==> src/rtl/q16_16_pkg.sv <==
// Shared Q16.16 constants, FSM encoding and helpers for the sequential
// multiplier and divider.
package q16_16_pkg;

    localparam int          Q_WIDTH = 32;
    localparam int          Q_FRAC  = 16;
    localparam logic [31:0] Q_ONE   = 32'h0001_0000;
    localparam logic [31:0] Q_MAX   = 32'h7FFF_FFFF;
    localparam logic [31:0] Q_MIN   = 32'h8000_0000;

    typedef enum logic [1:0] {
        ST_IDLE     = 2'd0,
        ST_MULTIPLY = 2'd1,
        ST_FINISH   = 2'd2
    } q_state_t;

    // Unsigned magnitude; 0x80000000 naturally maps to 0x80000000.
    function automatic logic [31:0] q_abs(input logic [31:0] v);
        return v[31] ? (~v + 32'd1) : v;
    endfunction

endpackage

==> src/rtl/q16_16_round_sat.sv <==
// Combinational sign application, range check and optional saturation of a
// rounded 49-bit magnitude into a Q16.16 word.
module q16_16_round_sat
    import q16_16_pkg::*;
#(
    parameter logic SATURATE = 1'b1
) (
    input  logic [48:0]        i_mag,
    input  logic               i_sign,
    output logic [Q_WIDTH-1:0] o_result,
    output logic               o_overflow
);

    logic [48:0] w_signed;
    logic        w_unused_hi;

    assign w_signed    = i_sign ? (~i_mag + 49'd1) : i_mag;
    assign w_unused_hi = ^w_signed[48:32];

    // The negative range reaches one step further than the positive one.
    assign o_overflow = i_sign ? (i_mag > 49'h0_8000_0000)
                               : (i_mag > 49'h0_7FFF_FFFF);

    always_comb begin
        o_result = w_signed[31:0];
        if (o_overflow && SATURATE) begin
            o_result = i_sign ? Q_MIN : Q_MAX;
        end
    end

endmodule

==> src/rtl/q16_16_mul.sv <==
// Sequential signed Q16.16 multiplier: one multiplier bit per cycle on
// magnitudes, then round, re-sign and saturate. Start/done handshake.
module q16_16_mul
    import q16_16_pkg::*;
#(
    parameter logic SATURATE = 1'b1,
    parameter logic ROUND    = 1'b1
) (
    input  logic               i_clk,
    input  logic               i_rst,
    input  logic               i_start,
    input  logic [Q_WIDTH-1:0] i_multiplicand,
    input  logic [Q_WIDTH-1:0] i_multiplier,
    output logic [Q_WIDTH-1:0] o_product,
    output logic               o_overflow,
    output logic               o_done,
    output logic               o_busy
);

    q_state_t     r_state;
    q_state_t     w_next;
    logic         r_sign;
    logic [31:0]  r_mag_a;
    logic [31:0]  r_mag_b;
    logic [63:0]  r_acc;
    logic [5:0]   r_count;
    logic [31:0]  r_product;
    logic         r_overflow;
    logic         r_done;

    logic         w_accept;
    logic [5:0]   w_shamt;
    logic [63:0]  w_addend;
    logic [48:0]  w_mag;
    logic [31:0]  w_result;
    logic         w_ovf;
    logic         w_unused_acc;

    // FINISH also samples i_start so back-to-back issue runs every 33 cycles.
    assign w_accept = i_start && (r_state == ST_IDLE || r_state == ST_FINISH);
    assign w_shamt  = 6'd32 - r_count;
    assign w_addend = {32'd0, r_mag_a} << w_shamt;
    assign w_mag    = {1'b0, r_acc[63:16]} + {48'd0, (ROUND ? r_acc[15] : 1'b0)};
    assign w_unused_acc = ^r_acc[14:0];

    q16_16_round_sat #(
        .SATURATE (SATURATE)
    ) u_round_sat (
        .i_mag      (w_mag),
        .i_sign     (r_sign),
        .o_result   (w_result),
        .o_overflow (w_ovf)
    );

    always_ff @(posedge i_clk or posedge i_rst) begin
        if (i_rst) begin
            r_state <= ST_IDLE;
        end else begin
            r_state <= w_next;
        end
    end

    always_comb begin
        w_next = r_state;
        case (r_state)
            ST_IDLE:     if (i_start) w_next = ST_MULTIPLY;
            ST_MULTIPLY: if (r_count == 6'd1) w_next = ST_FINISH;
            ST_FINISH:   w_next = i_start ? ST_MULTIPLY : ST_IDLE;
            default:     w_next = ST_IDLE;
        endcase
    end

    always_comb begin
        o_busy = (r_state != ST_IDLE);
    end

    always_ff @(posedge i_clk or posedge i_rst) begin
        if (i_rst) begin
            r_sign     <= 1'b0;
            r_mag_a    <= '0;
            r_mag_b    <= '0;
            r_acc      <= '0;
            r_count    <= '0;
            r_product  <= '0;
            r_overflow <= 1'b0;
            r_done     <= 1'b0;
        end else begin
            r_done <= 1'b0;
            if (r_state == ST_FINISH) begin
                r_product  <= w_result;
                r_overflow <= w_ovf;
                r_done     <= 1'b1;
            end
            if (w_accept) begin
                r_sign  <= i_multiplicand[31] ^ i_multiplier[31];
                r_mag_a <= q_abs(i_multiplicand);
                r_mag_b <= q_abs(i_multiplier);
                r_acc   <= '0;
                r_count <= 6'd32;
            end else if (r_state == ST_MULTIPLY) begin
                if (r_mag_b[0]) begin
                    r_acc <= r_acc + w_addend;
                end
                r_mag_b <= r_mag_b >> 1;
                r_count <= r_count - 6'd1;
            end
        end
    end

    assign o_product  = r_product;
    assign o_overflow = r_overflow;
    assign o_done     = r_done;

endmodule

==> config.mk <==
export PLATFORM = sky130hd
export DESIGN_NAME = q16_16_mul
export DESIGN_NICKNAME = d
export VERILOG_FILES = /design/src/rtl/q16_16_pkg.sv /design/src/rtl/q16_16_round_sat.sv /design/src/rtl/q16_16_mul.sv
export SDC_FILE = /design/constraint.sdc
export NUM_CORES = 1
export LEC_CHECK = 0
export ABC_AREA = 1
export ABC_CLOCK_PERIOD_IN_PS = 5500
export CAP_MARGIN = 20
export CORE_MARGIN = 8
export CORE_UTILIZATION = 55
export DETAILED_ROUTE_END_ITERATION = 6
export PLACE_DENSITY = 0.78
export SYNTH_ARGS = -nofsm -noshare
export SYNTH_HDL_FRONTEND = slang
export SYNTH_SLANG_ARGS = --single-unit
==> constraint.sdc <==
create_clock -name i_clk -period 5.5 [get_ports i_clk]
set_clock_uncertainty 0.05 [all_clocks]
set_input_delay 0.825 -clock i_clk [delete_from_list [all_inputs] [get_ports i_clk]]
set_output_delay 0.825 -clock i_clk [all_outputs]
set_load 0.05 [all_outputs]
==> flow_results.xml <==
<?xml version="1.0" encoding="UTF-8"?>
<metrics>
  <group name="global_routing">
    <metric name="globalRoute.totalOverflow" unit="">0</metric>
    <metric name="antenna_found_initial" unit="">0</metric>
    <metric name="grt_usage" unit="%">31.90</metric>
    <metric name="grt_first_pass_wirelength" unit="mm">98.46</metric>
    <metric name="grt_start_max_net_pins" unit="">172</metric>
    <metric name="first_global_vias" unit="">19010</metric>
  </group>
  <group name="cells_and_area">
    <metric name="layout.cells.most_common" unit="">sky130_fd_sc_hd__nand2_1</metric>
    <metric name="final_util" unit="%">61.93</metric>
    <metric name="footprint_of_the_flip_flops_and_latches" unit="mm²">0.004279</metric>
    <metric name="nNetsFinal" unit="">3105</metric>
    <metric name="layout-drive-gt1-share" unit="%">5.035</metric>
    <metric name="multiInputGateArea" unit="mm²">0.01171</metric>
    <metric name="antenna_cells_inserted" unit="">0</metric>
    <metric name="growth_of_design_area_from_synthesis_to_finish" unit="%">11.14</metric>
    <metric name="num-fill-cells" unit="">3099</metric>
    <metric name="mostFrequentLayoutCells" unit="">840 x sky130_fd_sc_hd__nand2_1, 399 x sky130_fd_sc_hd__nor2_1, 312 x sky130_fd_sc_hd__o21ai_0</metric>
  </group>
  <group name="clock_network">
    <metric name="clock_tree.htree_level_count" unit="">4</metric>
    <metric name="clk_pin_slew_worst_paths" unit="ns">0.07</metric>
    <metric name="worstSkewPairLatency" unit="ns">0.47</metric>
    <metric name="cts_made_buffers" unit="">17</metric>
    <metric name="hold_buffers" unit="">0</metric>
    <metric name="cts_tree" unit="">built</metric>
    <metric name="cts_max_path_buffers" unit="">2</metric>
    <metric name="clock-root-buffer" unit="">sky130_fd_sc_hd__clkbuf_16</metric>
    <metric name="cts.sinks" unit="">171</metric>
  </group>
  <group name="floorplan">
    <metric name="core.rowCount" unit="">65</metric>
    <metric name="die_y" unit="µm">194.8</metric>
    <metric name="initial_utilization" unit="%">55.73</metric>
    <metric name="die_area" unit="mm²">0.03795</metric>
    <metric name="core_region_area" unit="mm²">0.03156</metric>
    <metric name="num_io_pins" unit="">102</metric>
    <metric name="die_w" unit="µm">194.8</metric>
  </group>
  <group name="setup_path">
    <metric name="critical_path.n_buffers_inverters" unit="">3</metric>
    <metric name="path_max_fanout" unit="">51</metric>
    <metric name="critical_path_required" unit="ns">5.79</metric>
    <metric name="timing_worst_setup_path_type" unit="">flip-flop to flip-flop</metric>
    <metric name="cp_slowest_cell" unit="">sky130_fd_sc_hd__o21bai_1</metric>
    <metric name="max_stage_delay" unit="ns">0.55</metric>
    <metric name="end_kind" unit="">flip-flop</metric>
    <metric name="crit_arrival" unit="ns">5.29</metric>
    <metric name="crit_path_frequent_cell" unit="">sky130_fd_sc_hd__nand2_1</metric>
    <metric name="path_delay_family" unit="">compound AO/OA/AOI/OAI gates</metric>
    <metric name="cells_along_the_critical_path" unit="">inv_1 &gt; buf_4 &gt; nand2_1 &gt; xor2_4 &gt; buf_4 &gt; nor3_1 &gt; nand2_1 &gt; fa_1 &gt; o21ai_0 &gt; a21oi_1 &gt; o21ai_1 &gt; a21oi_1 &gt; o21bai_1 &gt; nand3_1 &gt; nand3_1 &gt; nand2_1 &gt; nand3_1 &gt; nand2_1</metric>
    <metric name="critPathLaunchType" unit="">flip-flop</metric>
  </group>
  <group name="pwr">
    <metric name="switching_share" unit="%">26.18</metric>
    <metric name="p_seq_share" unit="%">46.7</metric>
    <metric name="internal_power_of_the_cells" unit="µW">1987</metric>
    <metric name="netSwitchingPower" unit="µW">704.6</metric>
    <metric name="vdd_drop_max" unit="mV">0.2180</metric>
    <metric name="power.share.clock" unit="%">46.9</metric>
    <metric name="comb_power_share" unit="%">6.4</metric>
    <metric name="total_power" unit="µW">2691</metric>
    <metric name="p_per_area" unit="mW/mm²">137.7</metric>
    <metric name="power.static_leakage" unit="µW">0.009647</metric>
  </group>
  <group name="sta">
    <metric name="max_freq" unit="MHz">200.0</metric>
    <metric name="count_of_final_setup_violators" unit="">0</metric>
    <metric name="final_period_minus_worst_setup_slack" unit="ns">5.001</metric>
    <metric name="final_max_slew_viols" unit="">0</metric>
    <metric name="fin_ws" unit="ns">0.4988</metric>
    <metric name="period_utilisation_layout" unit="%">90.93</metric>
    <metric name="totalNegativeSetupSlack" unit="ns">0</metric>
    <metric name="grt_setup_unrepaired" unit="">no</metric>
    <metric name="finalHoldViolations" unit="">0</metric>
    <metric name="slew-limit-headroom" unit="%">38.01</metric>
    <metric name="whs" unit="ns">0.4330</metric>
    <metric name="max_slew.worst_pin.slew" unit="ns">0.9298</metric>
  </group>
  <group name="run">
    <metric name="timing.max_cap.violations" unit="">0</metric>
  </group>
  <group name="placement">
    <metric name="preCtsSetupSlack" unit="ns">0.4765</metric>
    <metric name="numPortBuffers" unit="">101</metric>
    <metric name="gpl.final_weighted_congestion" unit="">1.120</metric>
    <metric name="detailedPlacementHpwl" unit="mm">49.65</metric>
  </group>
  <group name="logic_synthesis">
    <metric name="post_syn_area" unit="mm²">0.01758</metric>
    <metric name="postSynthAreaPerCell" unit="µm²">6.045</metric>
    <metric name="yosysWarningCount" unit="">0</metric>
    <metric name="post_synth_num_cell_types" unit="">53</metric>
    <metric name="synth.net_count" unit="">3048</metric>
    <metric name="synthesized_instance_count" unit="">2909</metric>
    <metric name="ys_seq_elements" unit="">171</metric>
    <metric name="ys_async_sr_fraction" unit="%">100.0</metric>
    <metric name="number_of_enable_type_register_cells_in_the_synthesized_netlist" unit="">0</metric>
    <metric name="yosysSeqAreaShare" unit="%">24.33</metric>
    <metric name="yosys_most_used_dff" unit="">sky130_fd_sc_hd__dfrtp_1</metric>
  </group>
  <group name="route">
    <metric name="via_per_inst" unit="">5.870</metric>
    <metric name="ant_nets" unit="">0</metric>
    <metric name="via_count" unit="">19850</metric>
    <metric name="detail_route.iter0.violations" unit="">1707</metric>
    <metric name="wl_per_cell" unit="µm">18.27</metric>
    <metric name="postRouteWirelength" unit="mm">61.79</metric>
    <metric name="number_of_iterations_in_the_first_detailed_routing_pass" unit="">7</metric>
    <metric name="total_drc_errors_in_the_routed_layout" unit="">4</metric>
  </group>
  <group name="run_status">
    <metric name="failed_checks" unit="">DRC</metric>
    <metric name="status" unit="">complete, but fails checks</metric>
  </group>
  <group name="hold_path">
    <metric name="min-delay-path-class" unit="">flip-flop to flip-flop</metric>
  </group>
</metrics>
[timing repair]
action / 4_1_cts / 5_1_grt
setup buffers: 0 / 0
resized for setup: 0 / 1
endpoints found under the setup margin: 0 / 7
[cell families (layout without fill, tap and decap cells)]
family                   after synthesis  count (layout)  share of synthesized area [%]
AND/OR/NAND/NOR                     1534            1534                          36.22
XOR/XNOR                              79              79                          3.978
buffers and inverters                412             482                          9.279
AO/OA/AOI/OAI                        638             638                          20.86
adder cells (fa/ha/maj)               72              72                          5.166
flip-flops                           171             171                          24.33
multiplexers                           3               3                         0.1708
[layer usage]
metal	global-route usage [%]	up-vias	part of all wire, %
met3	5.269	207	7.5
met5	0	-	0
met1	38.01	9090	40
li1	-	9684	-
met4	19.76	0	6.0
met2	53.29	866	46
[power groups by stage]
stage               Sequential, µW  Clock [µW]  Combinational, µW
floorplan                     1280           0               86.0
global placement              1280           0                170
detailed placement            1280           0                174
CTS                           1260        1270                174
global route                  1260        1310                193
finish                        1260        1260                173
[area by class of cell]
type	instances	share of cell area, %
clock buffers	18	2.247
flip-flops and latches	171	21.90
multi-input cells	2326	59.92
clock inverters	14	0.7875
inverters	318	6.146
repair buffers	132	6.428
well taps	402	2.574
[worst paths after layout]
kind / from / to / slack (ns) / cells after the start
max: r_count[0] / r_acc[54] / 0.50 / 18
min reg2reg: r_mag_b[17] / r_mag_b[17] / 0.43 / 2
max in group asynchronous: i_rst / r_mag_a[16] / 3.79 / 3
max reg2reg: r_count[0] / r_acc[54] / 0.50 / 18
min in group asynchronous: i_rst / r_acc[12] / 0.94 / 3
min: r_mag_b[17] / r_mag_b[17] / 0.43 / 2
[worst register-to-register path, delay by kind of cell (launching register included)]
kind,cells,cell delay [ns]
AND/OR/NAND/NOR,8,1.40
flip-flops,1,0.38
buffers and inverters,3,0.68
AO/OA/AOI/OAI,5,1.73
XOR/XNOR,1,0.19
adder cells (fa/ha/maj),1,0.45
[per-stage QoR]
| step | cells | instance area (µm²) |
|---|---|---|
| after floorplan | 2909 | 17590 |
| after global placement | 3349 | 18950 |
| after detailed placement | 3349 | 18950 |
| after CTS | 3381 | 19540 |
| after global routing | 3381 | 19540 |
| final | 3381 | 19540 |
[registers in the layout, summed over array words and instances, names as in the netlist]
name	count
r_state	2
o_product	32
r_sign	1
r_acc	64
r_mag_a	32
o_done	1
o_overflow	1
r_mag_b	32
r_count	6
[Yosys cell counts, types with 6 or more instances]
master | count | share of area [%]
sky130_fd_sc_hd__buf_1 | 7 | 0.15
sky130_fd_sc_hd__clkinv_1 | 7 | 0.15
sky130_fd_sc_hd__nand2_2 | 7 | 0.25
sky130_fd_sc_hd__o21bai_1 | 10 | 0.43
sky130_fd_sc_hd__a31oi_1 | 31 | 1.1
sky130_fd_sc_hd__o21ai_1 | 6 | 0.17
sky130_fd_sc_hd__o21a_1 | 10 | 0.43
sky130_fd_sc_hd__nand2_1 | 841 | 18
sky130_fd_sc_hd__nand4_1 | 39 | 1.4
sky130_fd_sc_hd__nand3b_1 | 9 | 0.38
sky130_fd_sc_hd__dfrtp_1 | 171 | 24
sky130_fd_sc_hd__or2_2 | 10 | 0.36
sky130_fd_sc_hd__a21boi_0 | 6 | 0.26
sky130_fd_sc_hd__a21o_1 | 15 | 0.64
sky130_fd_sc_hd__a21oi_1 | 136 | 3.9
sky130_fd_sc_hd__nor2_1 | 402 | 8.6
sky130_fd_sc_hd__ha_1 | 71 | 5.1
sky130_fd_sc_hd__a21oi_2 | 30 | 1.5
sky130_fd_sc_hd__o221ai_1 | 26 | 1.3
sky130_fd_sc_hd__o31ai_1 | 14 | 0.60
sky130_fd_sc_hd__nor2_2 | 11 | 0.39
sky130_fd_sc_hd__nor3_1 | 36 | 1.0
sky130_fd_sc_hd__xnor2_1 | 14 | 0.70
sky130_fd_sc_hd__o21ai_0 | 312 | 8.9
sky130_fd_sc_hd__nor4_1 | 11 | 0.39
sky130_fd_sc_hd__inv_1 | 309 | 6.6
sky130_fd_sc_hd__o22ai_1 | 30 | 1.1
sky130_fd_sc_hd__nor2_4 | 7 | 0.45
sky130_fd_sc_hd__clkbuf_1 | 77 | 1.6
sky130_fd_sc_hd__xor2_1 | 64 | 3.2
sky130_fd_sc_hd__nand3_1 | 143 | 4.1
Power figures use the tool's default switching activity.
